## src/rtl/fetch_queue.sv

```systemverilog
// Fetch-to-decode prefetch FIFO: first-word fall-through head, flush on taken
// branch, NOP (all-zero) head when empty.
module fetch_queue #(
  parameter int DEPTH  = 4,
  parameter int DATA_W = 32,
  parameter int CNT_W  = 3
) (
  input  logic              clk,
  input  logic              reset,
  input  logic              in_valid,
  output logic              in_ready,
  input  logic [DATA_W-1:0] in_instruction,
  input  logic [DATA_W-1:0] in_incremented_pc,
  output logic              out_valid,
  input  logic              out_ready,
  output logic [DATA_W-1:0] out_instruction,
  output logic [DATA_W-1:0] out_incremented_pc,
  input  logic              flush,
  output logic [CNT_W-1:0]  count
);
  localparam int PTR_W = $clog2(DEPTH);

  typedef struct packed {
    logic [DATA_W-1:0] pc;
    logic [DATA_W-1:0] instr;
  } entry_t;

  entry_t [DEPTH-1:0] mem_q;
  logic [PTR_W-1:0]   wr_ptr_q, wr_ptr_d;
  logic [PTR_W-1:0]   rd_ptr_q, rd_ptr_d;
  logic [CNT_W-1:0]   count_q, count_d;
  logic               push, pop;

  assign in_ready  = (count_q != CNT_W'(DEPTH));
  assign out_valid = (count_q != '0);
  assign push      = in_valid & in_ready;
  assign pop       = out_valid & out_ready;
  assign count     = count_q;

  assign out_instruction    = out_valid ? mem_q[rd_ptr_q].instr : '0;
  assign out_incremented_pc = out_valid ? mem_q[rd_ptr_q].pc    : '0;

  always_comb begin
    wr_ptr_d = wr_ptr_q;
    rd_ptr_d = rd_ptr_q;
    count_d  = count_q;
    if (flush) begin
      // Wrong-path entries, including any same-cycle push, are discarded.
      wr_ptr_d = '0;
      rd_ptr_d = '0;
      count_d  = '0;
    end else begin
      if (push) wr_ptr_d = wr_ptr_q + PTR_W'(1);
      if (pop)  rd_ptr_d = rd_ptr_q + PTR_W'(1);
      case ({push, pop})
        2'b10:   count_d = count_q + CNT_W'(1);
        2'b01:   count_d = count_q - CNT_W'(1);
        default: count_d = count_q;
      endcase
    end
  end

  always_ff @(posedge clk) begin
    if (reset) begin
      wr_ptr_q <= '0;
      rd_ptr_q <= '0;
      count_q  <= '0;
      mem_q    <= '0;
    end else begin
      wr_ptr_q <= wr_ptr_d;
      rd_ptr_q <= rd_ptr_d;
      count_q  <= count_d;
      if (push && !flush) begin
        mem_q[wr_ptr_q].instr <= in_instruction;
        mem_q[wr_ptr_q].pc    <= in_incremented_pc;
      end
    end
  end
endmodule

```

## config.mk

```make
export PLATFORM = sky130hd
export DESIGN_NAME = fetch_queue
export DESIGN_NICKNAME = d
export VERILOG_FILES = /design/src/rtl/fetch_queue.sv
export SDC_FILE = /design/constraint.sdc
export NUM_CORES = 1
export LEC_CHECK = 0
export BUFFER_PORTS_ARGS = -buffer_cell sky130_fd_sc_hd__clkbuf_2
export CAP_MARGIN = 25
export CORE_MARGIN = 5
export CORE_UTILIZATION = 30
export DETAILED_ROUTE_END_ITERATION = 8
export PLACE_DENSITY_LB_ADDON = 0.15
export REMOVE_ABC_BUFFERS = 1
export SYNTH_ARGS = -nofsm -noshare
export SYNTH_HDL_FRONTEND = slang
export SYNTH_SLANG_ARGS = --single-unit
```

## constraint.sdc

```tcl
create_clock -name clk -period 2.15 [get_ports clk]
set_clock_uncertainty 0.05 [all_clocks]
set_input_delay 0.43 -clock clk [delete_from_list [all_inputs] [get_ports clk]]
set_output_delay 0.43 -clock clk [all_outputs]
set_load 0.02 [all_outputs]
```

After elaboration in Yosys (flattened, before gate mapping)
Index checks and enable logic that the tools add are counted.
- bits in registers: 263
- bits of input ports: 69
- logic and storage cells: 40
- $add $sub $neg: 4
- order comparisons: 3
- eq/ne operators: 3
- muxes and demuxes: 11
- bitwise operators: 2
- reductions and logical operators: 6
- operators with widths (kind ; number):
    $bwmux W256 ; 2
    $demux W64 S2 ; 2
    $bmux W64 S2 ; 1
    $mux W64 ; 2
    $mux W32 ; 3
    $lt A2 B3 Y1 const B ; 2
    $pmux W3 S2 ; 1
    $add A2 B1 Y2 const B ; 2
    $add A3 B1 Y3 const B ; 1
    $ne A3 B3 Y1 const B ; 1
    $reduce_bool A3 Y1 ; 1
    $sub A3 B1 Y3 const B ; 1
    $and A1 B1 Y1 ; 2
    $eq A2 B1 Y1 const B ; 1
    $eq A2 B2 Y1 const B ; 1
    $ge A2 B1 Y1 const B ; 1
    $logic_and A1 B1 Y1 ; 2
    $reduce_bool A2 Y1 ; 1
    $reduce_or A2 Y1 ; 1
    $logic_not A1 Y1 ; 1

Logic depth before layout (Yosys ltp)
Gate-level depths: netlist of the first run.
- depth in word-level cells: 6
- depth in mapped cells: 9
- gate-level depth less buffers: 8

Worst setup path before layout of the first run
Ideal clock, no wire load.
- path type: flip-flop to flip-flop
- start point: register count_q[2] (netlist: count[2])
- end point: register count_q[2] (netlist: count[2])
- arrival time: 2.409 ns
- path slack: -0.379 ns
- cell stages (with the launch flop): 10
- buffers on the path: 1
- path through: dfxtp_1 or3b_1 buf_6 nand2_1 ha_1 inv_1 fa_1 xor2_1 or3_2 a21oi_1
- longest elaborated chain between the ends: 4
- elaborated cells on any way between the ends: 10
- those cells by class: add/sub: 2; eq/ne: 3; mux: 1; bitwise: 2; reduce/logical: 2
- ends and longest elaborated chain (item ; RTL line ; RTL):
    start: declaration ; 31 ; logic [CNT_W-1:0] count_q, count_d;
    start signal: assignment ; 72 ; count_q <= count_d;
    $ne A3 B3 Y1 * ; 34 ; assign in_ready = (count_q != CNT_W'(DEPTH));
    net in_ready ; 11 ; output logic in_ready,
    $and A1 B1 Y1 * ; 36 ; assign push = in_valid & in_ready;
    $eq A2 B1 Y1 / $eq A2 B2 Y1 (equally long branches) ; 55 ; case ({push, pop})
    $pmux W3 S2 / $reduce_bool A2 Y1 (equally long branches) ; - ;
Mark *: on every way through the listed nets, which the timed path passes. The rest lies on a longest branch.
A chain may end at the register's enable or synchronous reset.

Final worst setup path of the first run
- start point: register rd_ptr_q[1]
- end point: output port out_incremented_pc[23]
- longest elaborated chain between the ends: 3
- ends and longest elaborated chain (item ; RTL line ; RTL):
    start: declaration ; 30 ; logic [PTR_W-1:0] rd_ptr_q, rd_ptr_d;
    start signal: assignment ; 71 ; rd_ptr_q <= rd_ptr_d;
    $bmux W64 S2 ; 41 ; assign out_incremented_pc = out_valid ? mem_q[rd_ptr_q].pc : '0;
    $mux W64 (not written as such) ; 41 ;
    $mux W32 ; 41 ;
    end: declaration ; 17 ; output logic [DATA_W-1:0] out_incremented_pc,
Every way passes these cells. The select of a mux whose other input is x is not followed.

==> impl_metrics.toml, run 1 <==
[cells_and_area]
seqCellArea_um2 = 5280
final_common_cell = "nand2b_1"
drive_gt1_share_pct = 30.3
finalInstanceArea_um2 = 16100
finalNetCount = 1328
multi_input_area_um2 = 6900
final_cell_mix = "320 x nand2b_1, 259 x dfxtp_1, 258 x mux2i_1"
fillCellCount = 4119
final_cells = 1813
antenna_cells = 0
utilization_pct = 38.6
syn2layout_area_growth_pct = 27.9

[global_route]
grt.total_usage_pct = 13.7
gr-total-overflow = 0
grt_max_degree = 45
grtUsageMet2_pct = 21.8
grt_use_met1_pct = 18.9
antenna_found_initial = 1
met3_usage_pct = 2.70
grt_pass1_vias = 8717
grt_pass1_wl_um = 51000
grt_busiest_layer = "met2"

[critical_path]
startpoint = "rd_ptr_q[1]"
slowest_stage = "mux4_2"
regToRegSetupSlack_ps = 50
crit_fanout = 8
startpoint_type = "register"
worst_r2r_endpoint = "count[2]"
critical_path.max_stage_delay_ps = 520
timing.rr.start = "count[0]"
crit_path_end_kind = "output port"
rr_worst_depth = 8
cp.required_ps = 1670
cp-endpoint = "out_incremented_pc[23]"
crit_chain = "buf_12, clkbuf_16, mux4_2, and2_4, buf_6"
path_class = "reg -> out"
crit_arrival_ps = 2040

[clock_network]
clk_latency_ps = 520
cts_made_buffers = 34
path_clk_slew_ps = 50
h-tree-depth = 2
postCtsHoldBufs = 0
cts_tree = "built"
cts_sinks = 263
root_buffer = "clkbuf_16"
clk_path_buf_depth = 3

[route]
drt_iter0_markers = 399
drc = 0
vias = 8248
drtAntennaViolNets = 0
route.final.wire_length_um = 32500
via_per_inst = 4.55
drt_first_pass_iters = 4
wl_per_cell_um = 17.9

[yosys]
synth_area_um2 = 12600
ys_types = 26
yosysWarnings = 0
ys_seq_area_share_pct = 41.9
syn_area_per_cell_um2 = 11.4
yosys_register_bits = 263
syn_inst = 1098

[die]
die-height_um = 215
core_area_um2 = 41700
rows = 75
initial_core_util_pct = 30.2
io_pins = 138
die_w_um = 215
dieArea_um2 = 46100

[hold_path]
hold_class = "in -> reg"

[timing]
period_minus_slack_ps = 2520
hold_viol = 0
timing.final.ws_setup_ps = -372
drv_slew = 0
max_slew_margin_pct = 69.5
fin_crit_sh_pct = 117
rsz0062_at_grt = "true"
worstMarginPinSlew_ps = 458
max_freq_mhz = 396
finalSetupViolCount = 65

[pwr]
leakage_nw = 7.09
switching_power_mw = 2.68
p_total_mw = 11.4
p_clk_share_pct = 47.5
p_sw_share_pct = 23.4
pwr_density_cell_nw_per_um2 = 711
intPower_mw = 8.75
pwr-share-seq_pct = 43.8
vdd_drop_max_mv = 0.383
pwr-share-comb_pct = 8.6

[placement]
dp_cells = 1732
dp_hpwl_um = 20000
io_buffers = 137
gp_congestion = 0.703
post_dp_cell_area_um2 = 14000

[run_status]
violations = "negative setup slack"
status = "complete, but fails checks"

[job]
drv_cap = 0
## layout make-up
class,instances,area share [%]
inverter,6,0.140
sequential,263,32.8
multi-input combinational,743,42.9
clock buffer,49,6.08
clock inverter,8,0.537
timing repair buffer,205,13.3
tap,539,4.20
## cell usage after synthesis
master / n / share of area (%)
nand2b_1: 320 / 16
buf_4: 4 / 0.24
o31ai_1: 1 / 0.060
buf_2: 12 / 0.48
nand3_1: 4 / 0.16
mux2i_1: 258 / 21
mux4_2: 64 / 11
xor2_1: 4 / 0.28
inv_1: 6 / 0.18
buf_12: 5 / 0.80
o21ai_0: 1 / 0.040
and2_1: 64 / 3.2
dfxtp_1: 263 / 42
or3_2: 2 / 0.12
and2b_2: 1 / 0.070
and3_4: 2 / 0.18
or2_2: 1 / 0.050
nor2_1: 6 / 0.18
o311ai_0: 1 / 0.070
clkbuf_1: 45 / 1.3
or3b_1: 1 / 0.070
a21oi_1: 2 / 0.080
fa_1: 1 / 0.16
nand2_1: 5 / 0.15
ha_1: 5 / 0.50
buf_6: 20 / 1.8
## sequential cells by signal, summed over array words and instances, names as in the netlist
name / count
count: 3
mem_q: 256
rd_ptr_q: 2
wr_ptr_q: 2
## power by group through the flow
| stage | logic (mW) | clock network [mW] | registers, mW |
|---|---|---|---|
| 2_1_floorplan | 0.481 | 0 | 5.12 |
| 3_3_place_gp | 0.873 | 0 | 5.11 |
| 3_5_place_dp | 0.871 | 0 | 5.11 |
| 5_1_grt | 1.07 | 5.85 | 5.02 |
| 6_report | 0.986 | 5.43 | 5.01 |
| 4_1_cts | 0.919 | 5.67 | 5.01 |
## how the worst min path moves through the flow
stage	end	cells past startpoint	start	slack (ps)
final	mem_q[173]	3	in_incremented_pc[13]	180
after global routing	mem_q[54]	3	in_incremented_pc[22]	170
after CTS	mem_q[247]	3	in_incremented_pc[23]	140
after detailed placement	mem_q[12]	2	mem_q[12]	410
after global placement	mem_q[103]	2	mem_q[103]	400
after floorplan	mem_q[100]	2	mem_q[100]	390
## per-stage QoR
| step | setup TNS (ps) | hold WS [ps] | setup WS (ps) |
|---|---|---|---|
| CTS | -25150 | 136 | -463 |
| detailed placement | -68.1 | 410 | -68.1 |
| global route | -25240 | 168 | -448 |
| finish | -20570 | 180 | -372 |
| floorplan | -368170 | 395 | -1690 |
| global placement | -74.5 | 404 | -74.5 |
## logic make-up (layout without fill, tap and decap cells)
logic type,Yosys count,in the layout,share of synthesized area [%]
adder cells (fa/ha/maj),6,6,0.657
XOR/XNOR,4,4,0.279
AO/OA/AOI/OAI,5,5,0.249
multiplexers,322,322,32.0
buffers and inverters,92,268,4.83
flip-flops,263,263,41.9
AND/OR/NAND/NOR,406,406,20.1
## critical path: cells and delay by family, from the launching register on
kind	cells	cell delay [ps]
buf+inv	3	450
flops	1	360
simple gates	1	180
mux	1	520
## metal layers
layer	routed length, um	vias to the layer above
li1	-	4054
met1	15600	4023
met3	1110	47
met2	15000	122
met4	778	2
met5	8	-
## what timing repair did
action	4_1_cts	5_1_grt
pin swaps	12	21
setup buffers	9	10
resized for setup	69	168
hold endpoints to repair	0	0
cloned	2	7
endpoints found under the setup margin	66	67
Power figures use the tool's default switching activity.
==> inputs of run 2 (changes only) <==
Clock period 2.15 ns to 2.1 ns, I/O delays scaled along.
==> impl_metrics.toml, run 2 (synthesized netlist as in run 1, its figures left out) <==
[pwr]
pwr_density_cell_nw_per_um2 = 697
p_total_mw = 11.0
vdd_drop_max_mv = 0.465
leakage_nw = 7.01

[route]
drtAntennaViolNets = 0
drc = 0
wl_per_cell_um = 17.8
drt_first_pass_iters = 4
drt_iter0_markers = 286
via_per_inst = 4.54
route.final.wire_length_um = 32300
vias = 8245

[timing]
max_slew_margin_pct = 55.9
whs_ps = 139
hold_viol = 0
max_freq_mhz = 391
drv_slew = 0
period_minus_slack_ps = 2560
worstMarginPinSlew_ps = 654
fin_crit_sh_pct = 122
timing.final.ws_setup_ps = -457
rsz0062_at_grt = "true"
fin_tns_setup_ps = -24970
finalSetupViolCount = 65

[critical_path]
crit_fanout = 8
timing.rr.start = "count[0]"
crit_path_end_kind = "output port"
worst_r2r_endpoint = "count[2]"
rr_worst_depth = 8
crit_arrival_ps = 2090
regToRegSetupSlack_ps = 20
startpoint_type = "register"
crit_chain = "buf_6, buf_12, mux4_2, and2_4, buf_8"
path_class = "reg -> out"
slowest_stage = "mux4_2"
critical_path.max_stage_delay_ps = 520
cp.required_ps = 1630

[die]
die-height_um = 215
core_area_um2 = 41700
die_w_um = 215
initial_core_util_pct = 30.2
dieArea_um2 = 46100
io_pins = 138
rows = 75

[cells_and_area]
final_cells = 1817
final_cell_mix = "320 x nand2b_1, 258 x mux2i_1, 258 x dfxtp_1"
multi_input_area_um2 = 6880
drive_gt1_share_pct = 29.3
seqCellArea_um2 = 5280
largest_reg_flops = 256
antenna_cells = 0
final_common_cell = "nand2b_1"
finalNetCount = 1333
utilization_pct = 38.1
finalInstanceArea_um2 = 15900
fillCellCount = 4123
regMostFlops = "mem_q"
syn2layout_area_growth_pct = 26.2

[run_status]
status = "complete, but fails checks"
violations = "negative setup slack"

[clock_network]
h-tree-depth = 1
clk_latency_ps = 550
postCtsHoldBufs = 0
cts_made_buffers = 30
cts_sinks = 263
root_buffer = "clkbuf_16"
cts_tree = "built"
path_clk_slew_ps = 60
clk_path_buf_depth = 3

[placement]
dp_cells = 1738
io_buffers = 137
dp_hpwl_um = 20300
pre_cts_ws_ps = -114
post_dp_cell_area_um2 = 14100
gp_congestion = 0.689

[global_route]
grt_pass1_vias = 8978
gr-total-overflow = 0
grt_max_degree = 51
antenna_found_initial = 1
grt.total_usage_pct = 14.0
grt_pass1_wl_um = 52200

[hold_path]
hold_class = "in -> reg"
hp-start = "in_incremented_pc[28]"
hold_path_depth = 3
hold_end = "mem_q[60]"

[job]
drv_cap = 0
[run 2: power breakdown]
part | switching (mW) | internal (mW)
sequential | 0.0451 | 5.08
combinational | 0.477 | 0.504
clock | 2.07 | 2.87
[run 2: worst max path at each step]
stage               slack (ps)                      to   startpoint  cells past startpoint
finish                    -460  out_incremented_pc[27]  rd_ptr_q[1]                      5
global route              -530  out_incremented_pc[21]  rd_ptr_q[1]                      5
CTS                       -540     out_instruction[24]  rd_ptr_q[1]                      5
detailed placement        -110                count[2]     count[0]                      8
global placement          -120                count[2]     count[0]                      8
floorplan                -1740              mem_q[128]     count[0]                      3
[run 2: repair_timing]
| action | CTS | global route |
|---|---|---|
| setup endpoints to repair | 67 | 67 |
| pin swaps | 29 | 6 |
| setup buffers | 22 | 1 |
| gates resized for setup | 106 | 77 |
| cloned | 8 | 0 |
[run 2: routing by layer]
| metal | vias up | GRT usage [%] | part of all wire [%] |
|---|---|---|---|
| met3 | 45 | 2.43 | 2.9 |
| met4 | 2 | 2.64 | 1.7 |
| met5 | - | 0 | 0.034 |
| met1 | 4004 | 19.3 | 48 |
| met2 | 115 | 23.5 | 47 |
| li1 | 4079 | - | - |
[run 2: area by class of cell]
cell class | count | area share (%)
Multi-Input combinational cell | 743 | 43.4
Clock buffer | 49 | 5.63
Sequential cell | 263 | 33.3
Clock inverter | 3 | 0.110
Tap cell | 539 | 4.25
Timing Repair Buffer | 214 | 13.2
Inverter | 6 | 0.142
[run 2: worst max-delay path, delay by kind of cell, from the launching register on]
family / cells / cell delay (ps)
simple gates: 1 / 180
buf+inv: 3 / 400
mux: 1 / 520
flops: 1 / 440
==> inputs of run 3 (changes only) <==
Settings changed: SETUP_SLACK_MARGIN set to 0.1.
==> impl_metrics.toml, run 3 (synthesized netlist as in run 1, its figures left out) <==
[timing]
fin_tns_setup_ps = -25920
max_slew_margin_pct = 56.7
max_freq_mhz = 390
worstMarginPinSlew_ps = 642
whs_ps = 140
rsz0062_at_grt = "true"
period_minus_slack_ps = 2570
drv_slew = 0
hold_viol = 0
timing.final.ws_setup_ps = -467
finalSetupViolCount = 65
fin_crit_sh_pct = 122

[die]
io_pins = 138
core_area_um2 = 41700
rows = 75
die-height_um = 215
dieArea_um2 = 46100
die_w_um = 215
initial_core_util_pct = 30.2

[cells_and_area]
utilization_pct = 38.6
final_common_cell = "nand2b_1"
antenna_cells = 0
final_cell_mix = "320 x nand2b_1, 258 x mux2i_1, 258 x dfxtp_1"
finalNetCount = 1337
final_cells = 1821
drive_gt1_share_pct = 30.7
largest_reg_flops = 256
syn2layout_area_growth_pct = 28.0
finalInstanceArea_um2 = 16100
regMostFlops = "mem_q"

[pwr]
switching_power_mw = 2.60
intPower_mw = 8.46
pwr-share-seq_pct = 46.3
leakage_nw = 7.09
vdd_drop_max_mv = 0.466
pwr_density_cell_nw_per_um2 = 688
p_total_mw = 11.1
p_clk_share_pct = 44.6
pwr-share-comb_pct = 9.0
p_sw_share_pct = 23.5

[critical_path]
crit_chain = "buf_6, buf_12, mux4_2, and2_4, buf_6"
crit_path_end_kind = "output port"
critPathBufInv = 3
worst_r2r_endpoint = "count[2]"
startpoint_type = "register"
timing.rr.start = "count[0]"
rr_worst_depth = 8
cp.required_ps = 1630
cpLargestDelayFamily = "multiplexers"
crit_fanout = 8
crit_arrival_ps = 2100
cp_common_cell = "buf_6"
critical_path.max_stage_delay_ps = 550
path_class = "reg -> out"
regToRegSetupSlack_ps = 20
slowest_stage = "mux4_2"

[hold_path]
hp-start = "in_incremented_pc[28]"
hold_end = "mem_q[60]"
hold_class = "in -> reg"
hold_path_depth = 3

[run_status]
status = "complete, but fails checks"
violations = "negative setup slack"

[clock_network]
cts_tree = "built"
cts_sinks = 263
postCtsHoldBufs = 0
clk_path_buf_depth = 3
root_buffer = "clkbuf_16"
h-tree-depth = 1
clk_latency_ps = 550
cts_made_buffers = 30
path_clk_slew_ps = 60

[placement]
dp_cells = 1738
dp_hpwl_um = 20300
io_buffers = 137
pre_cts_ws_ps = -114
gp_congestion = 0.689
post_dp_cell_area_um2 = 14100

[route]
route.final.wire_length_um = 32400
drt_first_pass_iters = 4
wl_per_cell_um = 17.8
dr_wl_met2_um = 15300
drt_iter0_markers = 292
drtAntennaViolNets = 0
wl_met1_um = 15500
dr_wl_met3_um = 957
vias = 8279
via_per_inst = 4.55
highest_layer = "met5"
drc = 0

[job]
drv_cap = 0

[global_route]
antenna_found_initial = 1
grt_max_degree = 51
grt_pass1_wl_um = 52300
gr-total-overflow = 0
grt_pass1_vias = 8979
grt.total_usage_pct = 14.0
run 3: cell types whose count changed in the layout (fill, tap and decap cells not counted), moves of 12 or more:
cell and delta:
buf_6 +16, and2_4 +14, and2_1 -14, clkbuf_2 -12
run 3: power by group through the flow:
| stage | clock network, mW | logic (mW) | registers [mW] |
|---|---|---|---|
| after floorplan | 0 | 0.493 | 5.24 |
| after global placement | 0 | 0.891 | 5.23 |
| after detailed placement | 0 | 0.891 | 5.23 |
| after CTS | 5.13 | 0.991 | 5.13 |
| after global routing | 5.31 | 1.09 | 5.13 |
| final | 4.94 | 0.997 | 5.13 |
run 3: per-layer routing:
metal	track usage (%)	vias up
met5	0	-
met4	2.64	2
met3	2.43	45
met2	23.4	111
met1	19.3	4035
li1	-	4086
run 3: area by class of cell:
class                   count  area, um^2
fillers                  4095       25600
multi-input cells         743        6920
flip-flops and latches    263        5280
repair buffers            218        2280
clock buffers              49         893
well taps                 539         674
inverters                   6        22.5
clock inverters             3        17.5
run 3: worst max path at each step:
stage	cells after the start	to	from
floorplan	3	mem_q[128]	count[0]
global placement	8	count[2]	count[0]
detailed placement	8	count[2]	count[0]
CTS	5	out_instruction[24]	rd_ptr_q[1]
global route	6	out_incremented_pc[0]	rd_ptr_q[1]
finish	5	out_incremented_pc[4]	rd_ptr_q[1]
run 3: tightest hold or removal path, cell delays in order:
cell	delay, ps
clkbuf_2	80
nand2b_1	120
mux2i_1	80
run 3: timing repair:
item / CTS / global route
pin swaps: 29 / 14
resized for setup: 110 / 130
setup endpoints to repair: 67 / 79
cloned: 8 / 0
buffers inserted: 22 / 1
